==> src/rtl/e603_mrom_arb_defs.sv <==
// rtl/e603_mrom_arb_defs.sv - shared state encoding and helpers for the MROM ICB arbiter
package e603_mrom_arb_defs;

  typedef enum logic [1:0] {
    IDLE   = 2'd0,
    RSP_M0 = 2'd1,
    RSP_M1 = 2'd2
  } arb_state_e;

  function automatic logic word_in_range(input logic [31:0] idx, input logic [31:0] depth);
    return idx < depth;
  endfunction

endpackage

==> src/rtl/e603_rr_arb2.sv <==
// rtl/e603_rr_arb2.sv - two-requester round-robin picker with its own last-grant flop
module e603_rr_arb2 (
  input  logic clk,
  input  logic rst,
  input  logic req0,
  input  logic req1,
  input  logic upd,
  output logic gnt0,
  output logic gnt1
);

  // 1 means requester 1 won most recently, so requester 0 wins the next tie
  logic last_grant;

  always_comb begin
    gnt0 = req0 & (~req1 | last_grant);
    gnt1 = req1 & (~req0 | ~last_grant);
  end

  always_ff @(posedge clk) begin
    if (rst) begin
      last_grant <= 1'b1;
    end else if (upd) begin
      last_grant <= gnt1;
    end
  end

endmodule

==> src/rtl/e603_mrom_icb_arb.sv <==
// rtl/e603_mrom_icb_arb.sv - two-master ICB arbiter with a shared one-entry MROM response buffer
module e603_mrom_icb_arb
  import e603_mrom_arb_defs::*;
#(
  parameter int AW = 12,
  parameter int DW = 32,
  parameter int DP = 1024
) (
  input  logic          clk,
  input  logic          rst,
  input  logic          m0_icb_cmd_valid,
  output logic          m0_icb_cmd_ready,
  input  logic [AW-1:0] m0_icb_cmd_addr,
  input  logic          m0_icb_cmd_read,
  output logic          m0_icb_rsp_valid,
  input  logic          m0_icb_rsp_ready,
  output logic          m0_icb_rsp_err,
  output logic [DW-1:0] m0_icb_rsp_rdata,
  input  logic          m1_icb_cmd_valid,
  output logic          m1_icb_cmd_ready,
  input  logic [AW-1:0] m1_icb_cmd_addr,
  input  logic          m1_icb_cmd_read,
  output logic          m1_icb_rsp_valid,
  input  logic          m1_icb_rsp_ready,
  output logic          m1_icb_rsp_err,
  output logic [DW-1:0] m1_icb_rsp_rdata,
  output logic [AW-3:0] rom_addr,
  input  logic [DW-1:0] rom_dout
);

  arb_state_e    state;
  logic          err_q;
  logic [DW-1:0] rdata_q;
  logic [AW-3:0] addr_hold;
  logic          gnt0, gnt1, sel0, sel1;
  logic          free, accept, cmd_read, in_range;
  logic          unused_addr_lsb;

  assign unused_addr_lsb = ^{m0_icb_cmd_addr[1:0], m1_icb_cmd_addr[1:0]};

  e603_rr_arb2 u_rr (
    .clk  (clk),
    .rst  (rst),
    .req0 (m0_icb_cmd_valid),
    .req1 (m1_icb_cmd_valid),
    .upd  (accept),
    .gnt0 (gnt0),
    .gnt1 (gnt1)
  );

  // The buffer frees up in the same cycle its owner consumes the response
  assign free = (state == IDLE)
              | ((state == RSP_M0) & m0_icb_rsp_ready)
              | ((state == RSP_M1) & m1_icb_rsp_ready);

  assign sel0   = ~rst & gnt0;
  assign sel1   = ~rst & gnt1;
  assign accept = free & (sel0 | sel1);

  assign m0_icb_cmd_ready = free & sel0;
  assign m1_icb_cmd_ready = free & sel1;

  // Hold the last driven word address so the ROM input never sees the losing master
  assign rom_addr = sel0 ? m0_icb_cmd_addr[AW-1:2] :
                    sel1 ? m1_icb_cmd_addr[AW-1:2] : addr_hold;
  assign cmd_read = sel0 ? m0_icb_cmd_read : m1_icb_cmd_read;
  assign in_range = word_in_range(32'(rom_addr), 32'(DP));

  always_ff @(posedge clk) begin
    if (rst) begin
      state     <= IDLE;
      err_q     <= 1'b0;
      rdata_q   <= '0;
      addr_hold <= '0;
    end else begin
      addr_hold <= rom_addr;
      if (accept) begin
        state <= sel0 ? RSP_M0 : RSP_M1;
        if (cmd_read & in_range) begin
          err_q   <= 1'b0;
          rdata_q <= rom_dout;
        end else begin
          err_q   <= 1'b1;
          rdata_q <= '0;
        end
      end else if (free) begin
        state <= IDLE;
      end
    end
  end

  assign m0_icb_rsp_valid = (state == RSP_M0);
  assign m1_icb_rsp_valid = (state == RSP_M1);
  assign m0_icb_rsp_err   = m0_icb_rsp_valid & err_q;
  assign m1_icb_rsp_err   = m1_icb_rsp_valid & err_q;
  assign m0_icb_rsp_rdata = m0_icb_rsp_valid ? rdata_q : '0;
  assign m1_icb_rsp_rdata = m1_icb_rsp_valid ? rdata_q : '0;

endmodule

==> config.mk <==
export PLATFORM = sky130hd
export DESIGN_NAME = e603_mrom_icb_arb
export DESIGN_NICKNAME = d
export VERILOG_FILES = /design/src/rtl/e603_mrom_arb_defs.sv /design/src/rtl/e603_rr_arb2.sv /design/src/rtl/e603_mrom_icb_arb.sv
export SDC_FILE = /design/constraint.sdc
export NUM_CORES = 1
export LEC_CHECK = 0
export ABC_CLOCK_PERIOD_IN_PS = 2120
export CAP_MARGIN = 10
export CORE_AREA = 5 5 88 90
export CTS_BUF_LIST = sky130_fd_sc_hd__clkbuf_4 sky130_fd_sc_hd__clkbuf_8
export DETAILED_ROUTE_END_ITERATION = 10
export DIE_AREA = 0 0 93 95
export GPL_ROUTABILITY_DRIVEN = 0
export GPL_TIMING_DRIVEN = 0
export PLACE_DENSITY_LB_ADDON = 0.2
export SLEW_MARGIN = 20
export SYNTH_ARGS = -nofsm -noshare
export SYNTH_HDL_FRONTEND = slang
export SYNTH_HIERARCHICAL = 1
export SYNTH_SLANG_ARGS = --single-unit
==> constraint.sdc <==
create_clock -name clk -period 2.12 [get_ports clk]
set_input_delay 0.318 -clock clk [delete_from_list [all_inputs] [get_ports clk]]
set_output_delay 0.318 -clock clk [all_outputs]
set_load 0.01 [all_outputs]
# Word-level counts from Yosys, hierarchy flattened
# Index checks and enable logic that the tools add are counted.
# totals
latchBits,0
mem_count,0
ram_bits,0
ff_bits,46
out_inout_bits,80
mem_bits_ro,0
in_bits,64
# classes
n_addsub,0
n_mul,0
n_bitwise,20
reduce_logical,2
shifts,0
magnitude_cmp,0
eq_ne,2
div,0
muxes,10
# op_table
cell,count
$mux 32,3
$mux 10,2
$and 1x1->1,11
$mux 2,3
$or 1x1->1,5
$not 1->1,4
$eq 2x1->1 const B,1
$eq 2x2->1 const B,1
$logic_not 2->1,1
$mux 1,2
$reduce_bool 2->1,1

# Longest topological paths before layout
# Gate-level depths: netlist of the first run.
# depth
ltp_word,7
ltp_mapped,9

# By module
# The synthesis of the first run kept the hierarchy.
# modules_own_cells
mod,cells_each,n_inst,seq_area_each_um2,area_each_um2
e603_mrom_icb_arb,308,1,900.9,2661.3
e603_rr_arb2,6,1,20.0,53.8

# Worst setup path before layout of the first run
# Ideal clock, no wire load.
# synth_path
path_kind,register to register
start,register u_rr.last_grant
end,register u_rr.last_grant
n_path_buf,2
setup_slack_ps,275
t_arrival_ps,1725
path_stages_with_launch,10
required_time_ps,2000
cell_sequence,dfxtp_1 > inv_1 > a21boi_0 > nor2_1 > a2111o_1 > buf_6 > clkinv_8 > buf_12 > nor2b_1 > a211o_1
# synth_lines
item,line,rtl
from (decl),e603_rr_arb2.sv:13,logic last_grant;
from (signal assigned),e603_rr_arb2.sv:24,last_grant <= gnt1;
$or 1x1->1,e603_rr_arb2.sv:16,gnt0 = req0 & (~req1 | last_grant);
$and 1x1->1,e603_rr_arb2.sv:16,
net gnt0,e603_mrom_icb_arb.sv:35,"logic gnt0, gnt1, sel0, sel1;"
$and 1x1->1,e603_mrom_icb_arb.sv:56,assign sel0 = ~rst & gnt0;
$or 1x1->1,e603_mrom_icb_arb.sv:58,assign accept = free & (sel0 | sel1);
$and 1x1->1,e603_mrom_icb_arb.sv:58,
net accept,e603_mrom_icb_arb.sv:36,"logic free, accept, cmd_read, in_range;"
# The timed path passes the listed nets, and every way through them passes these cells.
# A chain may end at the register's enable or synchronous reset.

# Final worst setup path of the first run
# layout_path
start,register state[0]
end,output port m0_icb_rsp_rdata[23]
# layout_between
elab_chain_cells,2
# layout_rtl
item,line,rtl
from (decl),e603_mrom_icb_arb.sv:31,arb_state_e state;
from (signal assigned),e603_mrom_icb_arb.sv:78,state <= sel0 ? RSP_M0 : RSP_M1;
$eq 2x1->1,e603_mrom_icb_arb.sv:92,assign m0_icb_rsp_valid = (state == RSP_M0);
$mux 32,e603_mrom_icb_arb.sv:96,assign m0_icb_rsp_rdata = m0_icb_rsp_valid ? rdata_q : '0;
to (decl),e603_mrom_icb_arb.sv:18,"output logic [DW-1:0] m0_icb_rsp_rdata,"
# Every way passes these cells.

==> metrics.txt, run 1 <==
power density over cell area 486 mW/mm^2; Initial Util 0.389; Post-synth top cells and2_1, dfxtp_1, nand2_1; number of flops mapped to enable cells by yosys 0; CP Class flip-flop to output pin; routed len/inst 15.5 um; maxcap violations 0; clk slew on worst S/H paths 0.10 ns; Worst slew margin 0.538; DR pass1 iterations 4; Pins Over Slew Limit 0; row count 31; Final period util 0.989; slack of the critical path 0.0232 ns; CP Max Fanout 10; RSZ-0062 raised after global routing yes; largest net degree at the start of global routing 17; Synth area leaders dfxtp_1, and2_1, nand3_2, a21oi_2, nor2b_1; NumNets Final 531; cts hold-fix bufs 0; Seq/Total Area, Yosys 0.339; Synth top area share 0.339; share of cells above drive strength 1 0.244; drt drc 0; via density per instance 5.03; Netlist cell types 33; Total GRT Usage 0.191; Final ANT Viol Nets 0; num ports 144; CTS tree done; hold crit path type flip-flop to flip-flop; Ys Warns 6; most frequent cell after synthesis and2_1; Final min period 2.10 ns; FFs w/ async S/R, synth 0; Mapped Area 0.00272 mm^2; Critical Path RT 1.80 ns; startpoint types flip-flop; endpoint type of the worst setup path output pin; final setup fails 0; mean post-synth cell area 8.65 um^2; Cell Count, Final, Fillers Out 550; Core Footprint 0.00698 mm^2; final WL 8530 um; crit path DAT 1.78 ns; grt total ovfl 0; skew final 0.0129 ns; Syn Nets 378; die area 0.00884 mm^2; # fillers 589; vias post-DR 2765; flops & latches, synth 46; Synth Flop Type dfxtp_1; Area growth syn-to-layout 69.0%; first-pass GRT wire length 13500 um; post-synthesis cell count 314; initial antenna violation count 0; Fin. Hold Viols 0; Leak Pwr 2.28 nW; I/O Buffers 139; violation count after the first detailed-route iteration 107; Die H 95 um; Max clock buf depth 2; slew at the pin closest to its max-slew limit 0.694 ns; Root Driver clkbuf_8; placed cell count 535; dominant cell type by area after synthesis dfxtp_1; CTS sink count 46; vias in the first global route 2787; f_max 477 MHz; DPL Wire Length 6240 um; VDD IR max 0.342 mV; die width 93 um; DP Worst Slack -1.03 ns; post-layout util 0.657; diodes inserted 0; CTS buffer count 5; outcome completed; Clock Latency Late Sink 0.31 ns; CTS H-tree depth 2
==> critical path, stage by stage, from the launching register on <==
cell and delay [ns]:
dfxtp_2 0.38, nor2b_4 0.22, clkbuf_4 0.21, and2_1 0.13
clkdlybuf4s50_1 0.53
==> metrics by stage <==
stage	cell area, um^2	hold slack [ns]	power, mW	TNS (ns)
after floorplan	2720	0.412	1.25	0
after detailed placement	4210	0.465	1.52	-30.36
after global placement	4210	0.460	1.51	-29.99
final	4590	0.476	2.23	0
after CTS	4490	0.477	2.24	-0.0124
after global routing	4590	0.506	2.34	-0.976
==> area by class of cell <==
type,count,area (um^2),share of cell area
flip-flops and latches,46,927,0.202
clock inverters,3,48.8,0.0106
plain buffers,26,249,0.0543
clock buffers,5,68.8,0.0150
multi-input cells,239,1640,0.357
inverters,3,25.0,0.00545
well taps,82,103,0.0224
repair buffers,146,1530,0.333
==> where the power goes <==
| part | switching, mW | leakage [nW] | total [mW] | internal, mW |
|---|---|---|---|---|
| clock network | 0.336 | 0.0563 | 0.695 | 0.360 |
| registers | 0.0305 | 0.376 | 0.941 | 0.911 |
| logic | 0.282 | 1.85 | 0.595 | 0.313 |
==> cell usage in the layout (no fill, tap or decap), drive strengths merged <==
master          n
nor2            5
clkinvlp        1
a31oi          10
nand3b          1
nand2          32
and2b           3
o21a            1
a211o           1
clkinv          2
clkdlybuf4s50  84
nor3b           1
clkdlybuf4s15   9
a21oi          34
dlymetal6s2s   34
nand3          32
nand2b          3
clkbuf         19
mux2            1
a22oi          10
bufinv          1
a211oi          1
a2111o          1
a21boi          2
o21ai          11
nor2b          24
buf            19
inv             2
dfxtp          46
and2           66
dlygate4sd2    12
==> per-layer routing <==
layer	share of wire	track usage	vias to the layer above	wire (um)
li1	-	-	1361	-
met1	0.43	0.242	1303	3700
met4	0.016	0.0574	0	135
met5	0	0	-	0
met2	0.48	0.317	87	4100
met3	0.070	0.0534	14	600
==> cell families (layout without fill, tap and decap cells) <==
family / after synthesis / count (layout) / share of synthesized area
and+or+nand+nor: 167 / 167 / 0.393
AOI/OAI and AO/OA: 71 / 71 / 0.192
DFF: 46 / 46 / 0.339
buffers and inverters: 29 / 183 / 0.0719
muxes: 1 / 1 / 0.00415
==> flip-flops by register name (all words and copies together) (netlist names) <==
| name | flops |
|---|---|
| addr_hold | 10 |
| err_q | 1 |
| rdata_q | 32 |
| state | 2 |
| u_rr/last_grant | 1 |
==> what timing repair did <==
action | 4_1_cts | 5_1_grt
cloned | 1 | 0
setup buffers | 5 | 1
resized for setup | 90 | 36
endpoints found under the setup margin | 111 | 68
==> path summary, 6_finish.rpt <==
check                            endpoint                         start  slack (ns)  cells past startpoint
max reg2reg  u_rr/last_grant$_SDFFE_PP1P_  u_rr/last_grant$_SDFFE_PP1P_        0.23                     10
max                  m0_icb_rsp_rdata[23]         state[0]$_SDFFE_PP0P_        0.02                      4
min               rdata_q[2]$_SDFFE_PP0P_       rdata_q[2]$_SDFFE_PP0P_        0.48                      2
min reg2reg       rdata_q[2]$_SDFFE_PP0P_       rdata_q[2]$_SDFFE_PP0P_        0.48                      2
(Power assumes the default switching activity.)
==> run 2: changes to the inputs <==
CORE_AREA = 8 8 91 93   (was 5 5 88 90)
DIE_AREA = 0 0 99 101   (was 0 0 93 95)
==> metrics.txt, run 2 (same netlist as run 1, synthesis figures left out) <==
outcome completed; first-pass GRT wire length 14800 um (+9.4%); final setup fails 0 (unchanged); num ports 144 (unchanged); Pins Over Slew Limit 0 (unchanged); area of the multi-input gates 0.00164 mm^2 (unchanged); R2R Path Start u_rr/last_grant$_SDFFE_PP1P_; grt total ovfl 0 (unchanged); Worst slew margin 0.507 (-0.0308); DPL Wire Length 6760 um (+8.3%); Worst Hold Path Cells 2 (unchanged); CTS H-tree depth 2 (unchanged); endpoint type of the worst setup path output pin; Area growth syn-to-layout 67.7%; Root Driver clkbuf_8; total negative slack 0 ns (unchanged); skew final 0.00811 ns (-0.00481 ns); slew at the pin closest to its max-slew limit 0.740 ns (+0.0462 ns); Final period util 0.952 (-0.0367); Final ANT Viol Nets 0 (unchanged); CP Max Fanout 6 (-4); row count 31 (unchanged); placed cell count 535 (unchanged); die width 99 um (+6.5%); Cell Count, Final, Fillers Out 555 (+0.91%); DR pass1 iterations 4 (unchanged); Largest Register rdata_q; reg-to-reg slack, setup 0.22 ns (about the same); leading cell type in the layout, fill and taps excluded and2_1; Die H 101 um (+6.3%); Total GRT Usage 0.182 (-0.00922); Core Footprint 0.00694 mm^2 (-0.56%); crit path DAT 1.70 ns (-0.08 ns); cts hold-fix bufs 0 (unchanged); FF/Latch Area 930 um^2 (+0.27%); NumNets Final 536 (+0.94%); via density per instance 5.04 (+0.32%); CTS sink count 46 (unchanged); violation count after the first detailed-route iteration 115 (+7.5%); r2r worst-path depth 10 (unchanged); # fillers 625 (+6.1%); clk slew on worst S/H paths 0.09 ns (about the same); CP Class flip-flop to output pin; hold crit path type flip-flop to flip-flop; most frequent cells in the layout and2_1, clkdlybuf4s50_1, dlygate4sd2_1; diodes inserted 0 (unchanged); Clock Latency Late Sink 0.30 ns (about the same); CTS tree done; Fin. Hold Viols 0 (unchanged); Largest register FFs 32 (unchanged); final WL 9220 um (+8.1%); VDD IR max 0.252 mV (-26%); RSZ-0062 raised after global routing no; top flop regs rdata_q: 32 flops, addr_hold: 10 flops, state: 2 flops; routed len/inst 16.6 um (+7.2%); power density over cell area 469 mW/mm^2 (-3.7%); f_max 495 MHz (+3.9%); share of cells above drive strength 1 0.256 (+0.0122); initial antenna violation count 0 (unchanged); FF-to-FF End u_rr/last_grant$_SDFFE_PP1P_; worst-case hold path end point rdata_q[31]$_SDFFE_PP0P_; I/O Buffers 139 (unchanged); Critical Path RT 1.80 ns (about the same); maxcap violations 0 (unchanged); Hold Crit Start rdata_q[31]$_SDFFE_PP0P_; Initial Util 0.391 (+0.00217); startpoint types flip-flop; vias post-DR 2799 (+1.2%); Leak Pwr 2.17 nW (-4.6%); Final min period 2.02 ns (-0.0778 ns); largest net degree at the start of global routing 15 (-2); CTS buffer count 5 (unchanged); Max clock buf depth 2 (unchanged); drt drc 0 (unchanged); vias in the first global route 2987 (+7.2%); die area 0.0100 mm^2 (+13%)
-- run 2: cell types whose count changed in the layout (fill, tap and decap cells not counted), moves of 2 or more --
cell,delta
dlygate4sd2_1,+35
clkdlybuf4s50_1,-19
dlymetal6s2s_1,-16
buf_12,+2
clkdlybuf4s15_1,-2
clkdlybuf4s15_2,+2
-- run 2: critical path, stage by stage (launching register included) --
cell             delay, ns
dfxtp_4               0.38
nor2b_4               0.18
buf_4                 0.17
and2_1                0.12
clkdlybuf4s50_1       0.55
-- run 2: how the worst max path moves through the flow --
stage	start	endpoint	slack (ns)	depth (start not counted)
5_1_grt	state[0]$_SDFFE_PP0P_	m0_icb_rsp_rdata[9]	0.01	6
3_5_place_dp	m0_icb_cmd_valid	rom_addr[0]	-0.99	7
6_report	state[0]$_SDFFE_PP0P_	m0_icb_rsp_rdata[31]	0.10	4
3_3_place_gp	m0_icb_cmd_valid	rom_addr[7]	-1.04	7
2_1_floorplan	u_rr/last_grant$_SDFFE_PP1P_	u_rr/last_grant$_SDFFE_PP1P_	0.27	9
4_1_cts	state[0]$_SDFFE_PP0P_	m1_icb_rsp_rdata[29]	-0.03	4
-- run 2: what timing repair did --
item                                    CTS  global route
pin swaps                                 1             0
gates cloned                              3             0
gates resized for setup                 128            23
endpoints found under the hold margin     0             0
endpoints found under the setup margin  111            33
setup buffers                             8             1
-- run 2: layer usage --
layer  track usage  wire length, um
met1         0.215             4010
met4        0.0378               88
met5             0                0
met3        0.0615              704
met2         0.311             4420
-- run 2: cell type report --
class                           count  share of cell area
Clock buffer                        6              0.0181
Inverter                            3             0.00550
Buffer                             26              0.0555
Sequential cell                    46               0.204
Tap cell                           82              0.0225
Timing Repair Buffer              151               0.331
Multi-Input combinational cell    239               0.360
Clock inverter                      2             0.00275
-- run 2: power breakdown --
group / total (mW) / leakage (nW) / switching [mW] / internal, mW
Combinational: 0.621 / 1.75 / 0.291 / 0.330
Clock: 0.571 / 0.0472 / 0.308 / 0.263
Sequential: 0.942 / 0.376 / 0.0312 / 0.910
Total: 2.13 / 2.17 / 0.631 / 1.50
-- run 2: through the flow --
stage | instance area [um^2] | utilization | hold slack, ns | setup WS, ns | total power, mW
floorplan | 2720 | - | 0.412 | 0.275 | 1.25
global placement | 4210 | 0.606 | 0.459 | -1.04 | 1.51
detailed placement | 4210 | 0.606 | 0.466 | -0.985 | 1.52
CTS | 4490 | 0.647 | 0.480 | -0.0310 | 2.15
global route | 4550 | 0.656 | 0.504 | 0.0115 | 2.24
finish | 4550 | 0.656 | 0.477 | 0.101 | 2.13
